$ cat src/rtl/uart_word_loader.sv
// Frame parser between the UART byte receiver and the loader write port of RAM:
// SYNC, 16-bit address, 16-bit word count, big-endian words, XOR checksum.
module uart_word_loader #(
  parameter logic [7:0]  SYNC_BYTE  = 8'hA5,
  parameter int unsigned TIMEOUT    = 1_000_000,
  parameter int unsigned ADDR_WIDTH = 12
) (
  input  logic                  clk,
  input  logic                  rst,
  input  logic                  byte_valid,
  input  logic [7:0]            byte_data,
  output logic                  ram_we,
  output logic [ADDR_WIDTH-1:0] ram_addr,
  output logic [31:0]           ram_data,
  output logic                  busy,
  output logic                  load_done,
  output logic                  load_err
);

  localparam int unsigned TW = $clog2(TIMEOUT + 1);

  typedef enum logic [2:0] {
    IDLE    = 3'd0,
    ADDR_HI = 3'd1,
    ADDR_LO = 3'd2,
    CNT_HI  = 3'd3,
    CNT_LO  = 3'd4,
    DATA    = 3'd5,
    CHECK   = 3'd6
  } state_t;

  state_t                state, state_nx;
  logic [7:0]            hi_byte, hi_byte_nx;
  logic [15:0]           pair;
  logic [ADDR_WIDTH-1:0] addr, addr_nx;
  logic [15:0]           words_left, words_left_nx;
  logic [23:0]           word, word_nx;
  logic [1:0]            lane, lane_nx;
  logic [7:0]            csum, csum_nx;
  logic [TW-1:0]         tcnt, tcnt_nx;
  logic                  ram_we_nx, busy_nx, load_done_nx, load_err_nx;
  logic [ADDR_WIDTH-1:0] ram_addr_nx;
  logic [31:0]           ram_data_nx;

  // Next-state and next-output logic; every register holds unless a byte or timeout acts on it.
  always_comb begin
    state_nx      = state;
    hi_byte_nx    = hi_byte;
    addr_nx       = addr;
    words_left_nx = words_left;
    word_nx       = word;
    lane_nx       = lane;
    csum_nx       = csum;
    ram_we_nx     = 1'b0;
    ram_addr_nx   = ram_addr;
    ram_data_nx   = ram_data;
    load_done_nx  = 1'b0;
    load_err_nx   = load_err;
    pair          = {hi_byte, byte_data};
    if (state == IDLE || byte_valid) begin
      tcnt_nx = '0;
    end else begin
      tcnt_nx = tcnt + 1'b1;
    end

    if (state != IDLE && !byte_valid && tcnt == TW'(TIMEOUT - 1)) begin
      // Abandon the frame; any partially assembled word is simply never written.
      state_nx    = IDLE;
      lane_nx     = 2'd0;
      load_err_nx = 1'b1;
      tcnt_nx     = '0;
    end else if (byte_valid) begin
      case (state)
        IDLE: begin
          if (byte_data == SYNC_BYTE) begin
            state_nx    = ADDR_HI;
            load_err_nx = 1'b0;
            csum_nx     = 8'd0;
          end else begin
            state_nx = IDLE;
          end
        end
        ADDR_HI: begin
          hi_byte_nx = byte_data;
          csum_nx    = csum ^ byte_data;
          state_nx   = ADDR_LO;
        end
        ADDR_LO: begin
          addr_nx  = pair[ADDR_WIDTH-1:0];
          csum_nx  = csum ^ byte_data;
          state_nx = CNT_HI;
        end
        CNT_HI: begin
          hi_byte_nx = byte_data;
          csum_nx    = csum ^ byte_data;
          state_nx   = CNT_LO;
        end
        CNT_LO: begin
          words_left_nx = pair;
          csum_nx       = csum ^ byte_data;
          lane_nx       = 2'd0;
          if (pair == 16'd0) begin
            state_nx = CHECK;
          end else begin
            state_nx = DATA;
          end
        end
        DATA: begin
          csum_nx = csum ^ byte_data;
          if (lane == 2'd3) begin
            ram_we_nx     = 1'b1;
            ram_addr_nx   = addr;
            ram_data_nx   = {word, byte_data};
            addr_nx       = addr + 1'b1;
            words_left_nx = words_left - 16'd1;
            lane_nx       = 2'd0;
            if (words_left == 16'd1) begin
              state_nx = CHECK;
            end else begin
              state_nx = DATA;
            end
          end else begin
            word_nx = {word[15:0], byte_data};
            lane_nx = lane + 2'd1;
          end
        end
        CHECK: begin
          if (byte_data == csum) begin
            load_done_nx = 1'b1;
          end else begin
            load_err_nx = 1'b1;
          end
          state_nx = IDLE;
        end
        default: begin
          state_nx = IDLE;
        end
      endcase
    end else begin
      state_nx = state;
    end
    busy_nx = (state_nx != IDLE);
  end

  // State, datapath and output registers.
  always_ff @(posedge clk or negedge rst) begin
    if (!rst) begin
      state      <= IDLE;
      hi_byte    <= 8'd0;
      addr       <= '0;
      words_left <= 16'd0;
      word       <= 24'd0;
      lane       <= 2'd0;
      csum       <= 8'd0;
      tcnt       <= '0;
      ram_we     <= 1'b0;
      ram_addr   <= '0;
      ram_data   <= 32'd0;
      busy       <= 1'b0;
      load_done  <= 1'b0;
      load_err   <= 1'b0;
    end else begin
      state      <= state_nx;
      hi_byte    <= hi_byte_nx;
      addr       <= addr_nx;
      words_left <= words_left_nx;
      word       <= word_nx;
      lane       <= lane_nx;
      csum       <= csum_nx;
      tcnt       <= tcnt_nx;
      ram_we     <= ram_we_nx;
      ram_addr   <= ram_addr_nx;
      ram_data   <= ram_data_nx;
      busy       <= busy_nx;
      load_done  <= load_done_nx;
      load_err   <= load_err_nx;
    end
  end

endmodule

$ cat config.mk
export PLATFORM = sky130hd
export DESIGN_NAME = uart_word_loader
export DESIGN_NICKNAME = d
export VERILOG_FILES = /design/src/rtl/uart_word_loader.sv
export SDC_FILE = /design/constraint.sdc
export NUM_CORES = 1
export LEC_CHECK = 0
export CAP_MARGIN = 20
export CORE_MARGIN = 2
export CORE_UTILIZATION = 52
export CTS_BUF_LIST = sky130_fd_sc_hd__clkbuf_4 sky130_fd_sc_hd__clkbuf_8
export DETAILED_ROUTE_END_ITERATION = 16
export GPL_TIMING_DRIVEN = 0
export PLACE_DENSITY = 0.72
export SLEW_MARGIN = 20
export SYNTH_ARGS = -nofsm -noshare
export SYNTH_HDL_FRONTEND = slang
export SYNTH_SLANG_ARGS = --single-unit
$ cat constraint.sdc
create_clock -name clk -period 2.8 [get_ports clk]
set_clock_uncertainty 0.2 [all_clocks]
set_input_delay 0.7 -clock clk [delete_from_list [all_inputs] [get_ports clk]]
set_output_delay 0.7 -clock clk [all_outputs]
set_load 0.005 [all_outputs]
==> results of run 1 <==
## power by group through the flow
stage               registers, mW  logic, mW  clock network (mW)
CTS                          3.12       1.85                1.78
detailed placement           3.16       1.83                   0
global placement             3.12       1.75                   0
floorplan                    3.02       1.25                   0
finish                       3.13       1.85                1.76
global route                 3.21       2.07                1.88
## flip-flops by register name (all words and copies together) (netlist names)
signal / cells
csum: 8
ram_we: 1
words_left: 16
word: 24
load_done: 1
ram_data: 32
state: 3
ram_addr: 12
busy: 1
load_err: 1
hi_byte: 8
lane: 2
addr: 12
tcnt: 20
## per-stage QoR
step / cell area [um^2] / cells
after floorplan: 6570 / 684
after global placement: 7270 / 905
after detailed placement: 7300 / 906
after CTS: 7740 / 939
after global routing: 7740 / 939
final: 7740 / 939
## layout by cell type, fill, tap and decap left out, types with 5 or more instances in the layout
cell type,synthesis,layout
a21oi_1,24,24
a31oi_1,6,6
and3_1,10,10
buf_2,5,5
clkbuf_1,26,26
clkbuf_8,0,17
clkdlybuf4s50_1,0,48
clkinv_2,0,5
dfrtp_1,141,141
ha_1,5,5
inv_1,11,11
mux2_2,33,33
nand2_1,147,147
nand2b_1,13,13
nand3_1,23,23
nand4_1,7,7
nor2_1,67,67
nor3_1,14,14
nor4_1,10,10
o21ai_0,42,42
o22a_1,7,7
or3_1,6,6
xnor2_1,17,17
xor2_1,8,8
## final cells by class
cell class / instances / share of cell area
Timing Repair Buffer: 51 / 0.0688
Clock buffer: 17 / 0.0302
Sequential cell: 141 / 0.456
Buffer: 36 / 0.0221
Tap cell: 172 / 0.0278
Inverter: 13 / 0.00630
Clock inverter: 15 / 0.0250
Multi-Input combinational cell: 494 / 0.364
## synth_stat cells, types with 2 or more instances
cell,count
and4b_1,2
a41oi_1,2
buf_2,5
or3_1,6
nand3b_1,2
xor2_1,8
ha_1,5
a2bb2oi_1,2
nand2_1,147
o21a_1,2
and3_1,10
clkbuf_1,26
nor2_1,67
buf_6,4
or4_1,3
nand2b_1,13
o22ai_1,2
xnor2_1,17
nand3_1,23
a31oi_1,6
a22oi_1,3
o311a_1,3
inv_1,11
nand4_1,7
o22a_1,7
a32oi_1,3
o211ai_1,2
nor3_1,14
o32a_1,2
a211oi_1,2
o2bb2ai_1,2
o21ai_0,42
a21oi_1,24
dfrtp_1,141
and2_1,3
nor4_1,10
mux2_2,33
and4_1,3
## cell families (layout without fill, tap and decap cells)
kind of cell,count (synthesis),after routing,share of synthesized area
flops,141,141,0.537
compound gates,110,110,0.105
simple gates,321,321,0.225
xor+xnor,25,25,0.0333
fa+ha+maj,5,5,0.00953
buf+inv,49,132,0.0335
mux,33,33,0.0566
## what timing repair did
item / in CTS / in global routing
buffers inserted: 0 / 0
endpoints found under the hold margin: 38 / 0
hold buffers: 1 / 0
## worst reg2reg max path: stages, from the launching register on
cell and delay (ns):
dfrtp_1 0.41, nand3b_1 0.30, a21oi_2 0.49, nand2_1 0.15, clkbuf_1 0.29, clkbuf_1 0.31, nand2_1 0.14, nand2_1 0.07
## final timing paths
kind	to	startpoint	cells after the start
setup / recovery	ram_data[20]	state[1]	7
hold / removal	ram_data[31]	word[23]	2
setup reg to reg	ram_data[20]	state[1]	7
hold reg to reg	ram_data[31]	word[23]	2
max in group asynchronous	tcnt[7]	rst	3
min in group asynchronous	ram_addr[4]	rst	2
## layer usage
metal | up-vias | track usage
met5 | - | 0
met4 | 0 | 0.0841
met3 | 30 | 0.0451
met2 | 180 | 0.372
met1 | 2600 | 0.341
li1 | 2503 | -
==> metrics, run 1 <==
status=complete, no violations; DR vias=5313; crit-path max FO=10; Max-Cap Viols=0; fmax=~0.40 GHz; P&R area growth vs syn=17.9%; Async SR Flop Fraction=1.00; number of hold violations in the final report=0; vias in the first global route=5005; share of cells above drive strength 1=0.111; final slew viol count=0; area of the multi-input gates=2820 um^2; min cycle time layout=2.47 ns; critical path class=reg -> reg; # clock sinks=141; Critical Path, Cell by Cell=nand3b_1 > a21oi_2 > nand2_1 > clkbuf_1 > clkbuf_1 > nand2_1 > nand2_1; Least-Margin Pin Slew=0.820 ns; RD Place Congestion=just under 0.9; largest net degree at the start of global routing=about 100; met3 wire len=~790 um; P_int=around 4.5 mW; antenna viol nets, final=0; DP Wirelength=10600 um; CTS tree=yes; unrepaired setup endpoints after global routing=false; main area contributors after synthesis=dfrtp_1, nand2_1, mux2_2, nor2_1, o21ai_0; Sw Ratio=0.333; met2 WL post-DR=7170 um; Setup WS pre-CTS=-0.0934 ns; NumNets Final=770; Port Buffers=49; worst vdd ir=0.395 mV; Mean Syn Cell Area=9.60 um^2; CP most frequent cell=nand2_1; Metal-1 WL=7090 um; setup ws final=0.327 ns; Die ar.=13500 um^2; Worst slew margin=0.448; Yosys cell types=58; P per Cell Area=roughly 870 nW/um^2; Core Area=12500 um^2; combinational share of power=0.274; WL/cell=roughly 16 um; Chip Height=116 um; Vias/cell=around 5.7; Req. time, crit path=2.93 ns; Max clock buf depth=2; Setup violations, final=0; crit-path leading delay family=simple AND/OR/NAND/NOR gates; first-pass iteration count of the detailed router=5; DRC viols=0; Worst-path clk slew=~0.08 ns; first-pass GRT wire length=25200 um; slowest stage cell on the critical path=a21oi_2; sequential share of power=0.465; clk_lat worst skew=0.44 ns; Core Util, Final=0.621; crit path capture type=register; sequential share of the synthesized area=0.537; H-tree Lvls=4; gr ovfl total=0; clock power share=0.261; setup_tns=0 ns; initial antenna violation count=0; GRT Total Usage=0.240; filler instances=1057; Seq cells post-synth=between 100 and 150; area share of the largest cell type after synthesis=0.537; Net Count, Synth=700; Hold WC Path Type=reg -> reg; root buffer cell=clkbuf_8; final cycle utilization of the critical path=0.883; Top FF cell, synth=dfrtp_1; Power Total=6.74 mW; Largest stage delay, worst path=0.48 ns; arrival time at the worst endpoint=around 2.6 ns; Buf+Inv Stages, Crit Path=2; Register Area=3530 um^2; Post-synth EDFFs=0; synthesis warning total=0; Mapped Cells=between 600 and 700; Ports=59; CTS resizes=0; CTS buffer count=17; Inserted Diodes=0; Initial Util=0.527; R2R Setup Slk=approximately 0.33 ns; nature of the critical path startpoint=register; Initial DRC Count=420; top routing layer in use=met4; row count=41; Die W=approximately 120 um; leading area contributor after synthesis=dfrtp_1; Static Leakage=approximately 3.5 nW; Post-Syn Area=6570 um^2; worst-case hold slack=0.273 ns; sw power=2.24 mW; wirelength, routed=15400 um
No activity file was read; power rests on OpenSTA's default activity.
==> inputs of run 2 (changes only) <==
GPL_TIMING_DRIVEN = not set   (was 0)
MAX_ROUTING_LAYER = met4   (was not set)
TNS_END_PERCENT = 30   (was not set)
==> run 2 against run 1 <==
  * The run now ends with negative hold slack left
  * Clock power decreased by 2%
  * Cell count grew 0.11%
  * Setup slack better by 0.14 ns
  * Cell area is 2.1% higher
  * Flip-flop and latch count is the same
  * First-iteration DRC count up 13%
  * Sequential share of layout area fell by 0.95 points
  * Register-to-register slack improved by 0.20 ns
  * Routed wire length fell by 2.3%
  * Critical endpoint is now busy
  * Largest cell class unchanged
  * Highest routed layer unchanged
==> metrics, run 2 (same netlist as run 1, synthesis figures left out) <==
post-cts hold buffer count=0 (was 1); first-pass GRT wire length=24900 um (was 25200 um); Largest stage delay, worst path=0.51 ns (was 0.48 ns); Ports=59 (unchanged); DR vias=5228 (was 5313); Req. time, crit path=3.00 ns (was 2.93 ns); Core Area=12500 um^2 (unchanged); worst-case hold slack=-0.00559 ns (was 0.273 ns); P per Cell Area=850 nW/um^2 (was 870 nW/um^2); CP most frequent cell=nand4_1 (was nand2_1); Critical Path, Cell by Cell=clkdlybuf4s50_1 > nor4_1 > nand4_1 > or4_1 > o311a_1 > nand4_1 (was nand3b_1 > a21oi_2 > nand2_1 > clkbuf_1 > clkbuf_1 > nand2_1 > nand2_1); antenna viol nets, final=0 (unchanged); CTS buffer count=17 (unchanged); number of hold violations in the final report=2 (was 0); Die ar.=13500 um^2 (unchanged); Vias/cell=5.56 (was 5.66); GR peak layer=met2 (unchanged); max FFs per register=32 (unchanged); Max clock buf depth=2 (unchanged); WL/cell=16.0 um (was 16.4 um); H-tree Lvls=4 (unchanged); clk_lat worst skew=0.48 ns (was 0.44 ns); initial antenna violation count=0 (unchanged); failing checks=negative hold slack; min cycle time layout=2.33 ns (was 2.47 ns); final slew viol count=0 (unchanged); met1 Use GR=0.329 (was 0.341); row count=41 (unchanged); leading cell types in the layout, fill and taps excluded=nand2_1, dfrtp_1, nor2_1 (unchanged); arrival time at the worst endpoint=2.53 ns (was 2.61 ns); Power Total=6.72 mW (was 6.74 mW); CTS resizes=0 (unchanged); first-pass iteration count of the detailed router=5 (unchanged); Most flops, register=ram_data (unchanged); final cycle utilization of the critical path=0.834 (was 0.883); Largest regs=ram_data: 32 flops, word: 24 flops, tcnt: 20 flops (unchanged); CTS tree=yes (unchanged); GRT Total Usage=0.249 (was 0.240); Initial DRC Count=474 (was 420); critical path class=in -> reg (was reg -> reg); Static Leakage=3.59 nW (was 3.48 nW); DRC viols=0 (unchanged); commonest non-fill, non-tap cell in the layout=nand2_1 (unchanged); Die W=116 um (unchanged); Finished Cell Area=7910 um^2 (was 7740 um^2); unrepaired setup endpoints after global routing=false (unchanged); RD Place Congestion=0.883 (was 0.876); P&R area growth vs syn=20.4% (was 17.9%); # clock sinks=141 (unchanged); Least-Margin Pin Slew=0.769 ns (was 0.820 ns); crit-path max FO=4 (was 10); root buffer cell=clkbuf_8 (unchanged); fmax=0.428 GHz (was 0.404 GHz); Worst slew margin=0.482 (was 0.448); slowest stage cell on the critical path=clkdlybuf4s50_1 (was a21oi_2); setup bufs post-CTS=0 (unchanged); Max-Cap Viols=0 (unchanged); Worst-path clk slew=0.08 ns (about the same); crit path capture type=register (unchanged); dpl cell area=7490 um^2 (was 7300 um^2); Port Buffers=58 (was 49); vias in the first global route=5030 (was 5005); met3 usage=0.0576 (was 0.0451); NumNets Final=771 (was 770); area of the multi-input gates=2820 um^2 (unchanged); nature of the critical path startpoint=primary input (was register); Hold WC Path Type=in -> async (was reg -> reg); DP Wirelength=10300 um (was 10600 um); filler instances=1056 (was 1057); met2 global-route usage=0.373 (was 0.372); Inserted Diodes=0 (unchanged); worst vdd ir=0.355 mV (was 0.395 mV); Setup violations, final=0 (unchanged); status=finished with violations (was complete, no violations); largest net degree at the start of global routing=61 (was 104); Initial Util=0.527 (unchanged); wirelength, routed=15000 um (was 15400 um); Register Area=3530 um^2 (unchanged); Chip Height=116 um (unchanged); gr ovfl total=0 (unchanged); share of cells above drive strength 1=0.137 (was 0.111)
-- run 2: critical path: cells and delay by family --
family	cells	cell delay, ns
buffers and inverters	1	0.51
AOI/OAI and AO/OA	1	0.14
and+or+nand+nor	4	1.19
-- run 2: final timing paths --
| check | depth (start not counted) | slack (ns) | endpoint | start |
|---|---|---|---|---|
| worst max-delay path | 6 | 0.47 | busy | byte_data[4] |
| worst min-delay path | 1 | -0.006 | ram_addr[3] | rst |
| worst max register to register | 5 | 0.53 | words_left[12] | words_left[3] |
| worst min register to register | 2 | 0.27 | ram_data[25] | word[17] |
| max in group asynchronous | 2 | 1.73 | words_left[15] | rst |
| min in group clk | 2 | 0.27 | ram_data[25] | word[17] |
-- run 2: routing by layer --
layer  part of all wire  vias up
li1                   -     2512
met2               0.46      145
met4              0.023        0
met3              0.054       30
met1               0.46     2541
met5                  0        -
-- run 2: metrics by stage --
stage                      util  TNS, ns  instances  setup slack [ns]  hold slack [ns]
after detailed placement  0.601  -0.0202        908           -0.0202            0.254
after CTS                 0.634        0        940             0.471           0.0203
final                     0.634        0        940             0.466         -0.00559
after global placement    0.601        0        908            0.0510            0.255
after floorplan               -        0        684             0.399            0.204
after global routing      0.634        0        940             0.392           0.0407
-- run 2: power by group --
group / switching (mW) / internal [mW]
Clock: 0.812 / 0.905
Sequential: 0.552 / 2.62
Combinational: 0.899 / 0.935
-- run 2: area by class of cell --
class | instances | area share
multi-input cells | 494 | 0.356
flip-flops and latches | 141 | 0.446
clock inverters | 13 | 0.0210
well taps | 172 | 0.0272
repair buffers | 88 | 0.112
inverters | 13 | 0.00617
clock buffers | 19 | 0.0315
==> inputs of run 3 (changes only) <==
clock period = 2.3 ns   (was 2.8 ns; I/O delays follow)
==> run 3 against run 2 <==
  * The flow now finishes without violations
  * Cell count rose by 2.6%
  * Core utilization rose by 2.3 points
  * Sequential power rose by 21%
  * Routed wire length rose by 1.0%
  * Setup slack got worse by 0.35 ns
  * Global-route usage barely moved
  * Sequential share of layout area fell by 1.6 points
  * Hold slack improved by 0.28 ns
  * Cell area rose by 3.6%
  * Critical endpoint is now tcnt[9]
  * Clock power rose by 33%
==> metrics, run 3 (same netlist as run 1, synthesis figures left out) <==
status=complete, no violations (was finished with violations); row count=41 (unchanged); crit path capture type=register (unchanged); first-pass iteration count of the detailed router=5 (unchanged); initial antenna violation count=1 (was 0); NumNets Final=795 (was 771); worst r2r src=state[2] (was words_left[3]); dpl cell area=7710 um^2 (was 7490 um^2); root buffer cell=clkbuf_8 (unchanged); commonest non-fill, non-tap cell in the layout=nand2_1 (unchanged); Vias/cell=5.51 (was 5.56); vias in the first global route=5135 (was 5030); GRT Total Usage=0.249 (about the same); Buf+Inv Stages, Crit Path=1 (unchanged); Max-Cap Viols=0 (unchanged); Ports=59 (unchanged); area of the multi-input gates=2820 um^2 (about the same); final cycle utilization of the critical path=0.948; arrival time at the worst endpoint=2.36 ns (was 2.53 ns); WHS Path Cells=2; Initial DRC Count=471 (was 474); wirelength, routed=15200 um (was 15000 um); Core Area=12500 um^2 (unchanged); CTS tree=yes (unchanged); setup_tns=0 ns (unchanged); Register Area=3530 um^2 (unchanged); Initial Util=0.527 (unchanged); crit-path leading delay family=simple AND/OR/NAND/NOR gates (unchanged); Largest stage delay, worst path=0.47 ns (was 0.51 ns); largest net degree at the start of global routing=57 (was 61); critical path class=reg -> reg (was in -> reg); RD Place Congestion=0.845 (was 0.883); slowest stage cell on the critical path=dfrtp_1 (was clkdlybuf4s50_1); Core Util, Final=0.657 (was 0.634); Critical Path, Cell by Cell=or3_4 > nand3_1 > and4b_1 > a311o_1 > buf_12 > nor2_1 (was clkdlybuf4s50_1 > nor4_1 > nand4_1 > or4_1 > o311a_1 > nand4_1); Chip Height=116 um (unchanged); min cycle time layout=2.18 ns; Largest regs=ram_data: 32 flops, word: 24 flops, tcnt: 20 flops (unchanged); Worst slew margin=0.630 (was 0.482); share of cells above drive strength 1=0.162 (was 0.137); Worst-path clk slew=0.07 ns (was 0.08 ns); Min-Delay Endpoint=ram_data[25]; Finished Cell Area=8190 um^2 (was 7910 um^2); Static Leakage=3.76 nW (was 3.59 nW); Max clock buf depth=2 (unchanged); first-pass GRT wire length=25300 um (was 24900 um); P&R area growth vs syn=24.8% (was 20.4%); unrepaired setup endpoints after global routing=false (unchanged); Port Buffers=58 (unchanged); CTS buffer count=17 (unchanged); H-tree Lvls=4 (unchanged); final slew viol count=0 (unchanged); Req. time, crit path=2.48 ns (was 3.00 ns); hold path startpoint=ram_data[25]; number of hold violations in the final report=0 (was 2); WL/cell=15.7 um (was 16.0 um); gr ovfl total=0 (unchanged); Most flops, register=ram_data (unchanged); DP Wirelength=10500 um (was 10300 um); reg2reg path depth=6 (was 5); antenna viol nets, final=0 (unchanged); Setup violations, final=0 (unchanged); DR vias=5311 (was 5228); Hold WC Path Type=reg -> reg (was in -> async); nature of the critical path startpoint=register (was primary input); RR Endpoint=tcnt[9] (was words_left[12]); crit-path max FO=20 (was 4); filler instances=990 (was 1056); max FFs per register=32 (unchanged); R2R Setup Slk=0.12 ns (was 0.53 ns); P per Cell Area=1030 nW/um^2 (was 850 nW/um^2); leading cell types in the layout, fill and taps excluded=nand2_1, dfrtp_1, nor2_1 (unchanged); Least-Margin Pin Slew=0.552 ns (was 0.769 ns); Die W=116 um (unchanged); DRC viols=0 (unchanged); # clock sinks=141 (unchanged); fmax=0.459 GHz; Die ar.=13500 um^2 (unchanged); clk_lat worst skew=0.46 ns (was 0.48 ns); worst vdd ir=0.448 mV (was 0.355 mV)
==> run 3: layer usage <==
metal	track usage	routed length, um
met1	0.337	7180
met2	0.370	6920
met3	0.0628	791
met4	0.0802	284
met5	-	0
==> run 3: worst reg2reg max path, cell delays in order (launching register included) <==
cell and delay (ns):
dfrtp_1 0.47, or3_4 0.46, nand3_1 0.10, and4b_1 0.26, a311o_1 0.33, buf_12 0.16
nor2_1 0.12
==> run 3: what timing repair did <==
item | 4_1_cts | 5_1_grt
hold endpoints to repair | 53 | 0
setup endpoints to repair | 0 | 4
hold buffers | 1 | 0
gates resized for setup | 0 | 1
buffers inserted | 0 | 0
==> run 3: where the power goes <==
part / switching (mW) / leakage [nW] / total, mW / internal [mW]
sequential: 0.654 / 1.85 / 3.84 / 3.19
clock: 0.887 / 0.238 / 2.29 / 1.40
combinational: 1.12 / 1.67 / 2.35 / 1.22
total: 2.67 / 3.76 / 8.48 / 5.81
==> run 3: worst max path at each step <==
stage                       startpoint  endpoint  slack (ns)  depth (start not counted)
after floorplan             byte_valid   word[0]        0.02                          6
after global placement    byte_data[3]      busy       -0.27                          6
after detailed placement  byte_data[3]   csum[5]       -0.34                          6
after CTS                     state[2]  tcnt[19]        0.12                          6
after global routing          state[2]  tcnt[10]        0.02                          6
final                         state[2]   tcnt[9]        0.12                          6
==> run 3: cell type report <==
| type | count | share of cell area |
|---|---|---|
| Sequential cell | 141 | 0.431 |
| Timing Repair Buffer | 112 | 0.136 |
| Multi-Input combinational cell | 494 | 0.345 |
| Antenna cell | 1 | 0.000305 |
| Tap cell | 172 | 0.0263 |
| Clock inverter | 7 | 0.0195 |
| Clock buffer | 24 | 0.0365 |
| Inverter | 13 | 0.00596 |
==> run 3: stage by stage <==
step | instances | worst slack [ns] | hold slack (ns) | power [mW]
floorplan | 684 | 0.0237 | 0.0794 | 5.20
global placement | 931 | -0.271 | 0.253 | 6.06
detailed placement | 931 | -0.339 | 0.261 | 6.20
CTS | 963 | 0.121 | 0.279 | 8.51
global route | 964 | 0.0171 | 0.299 | 9.00
finish | 964 | 0.119 | 0.274 | 8.48
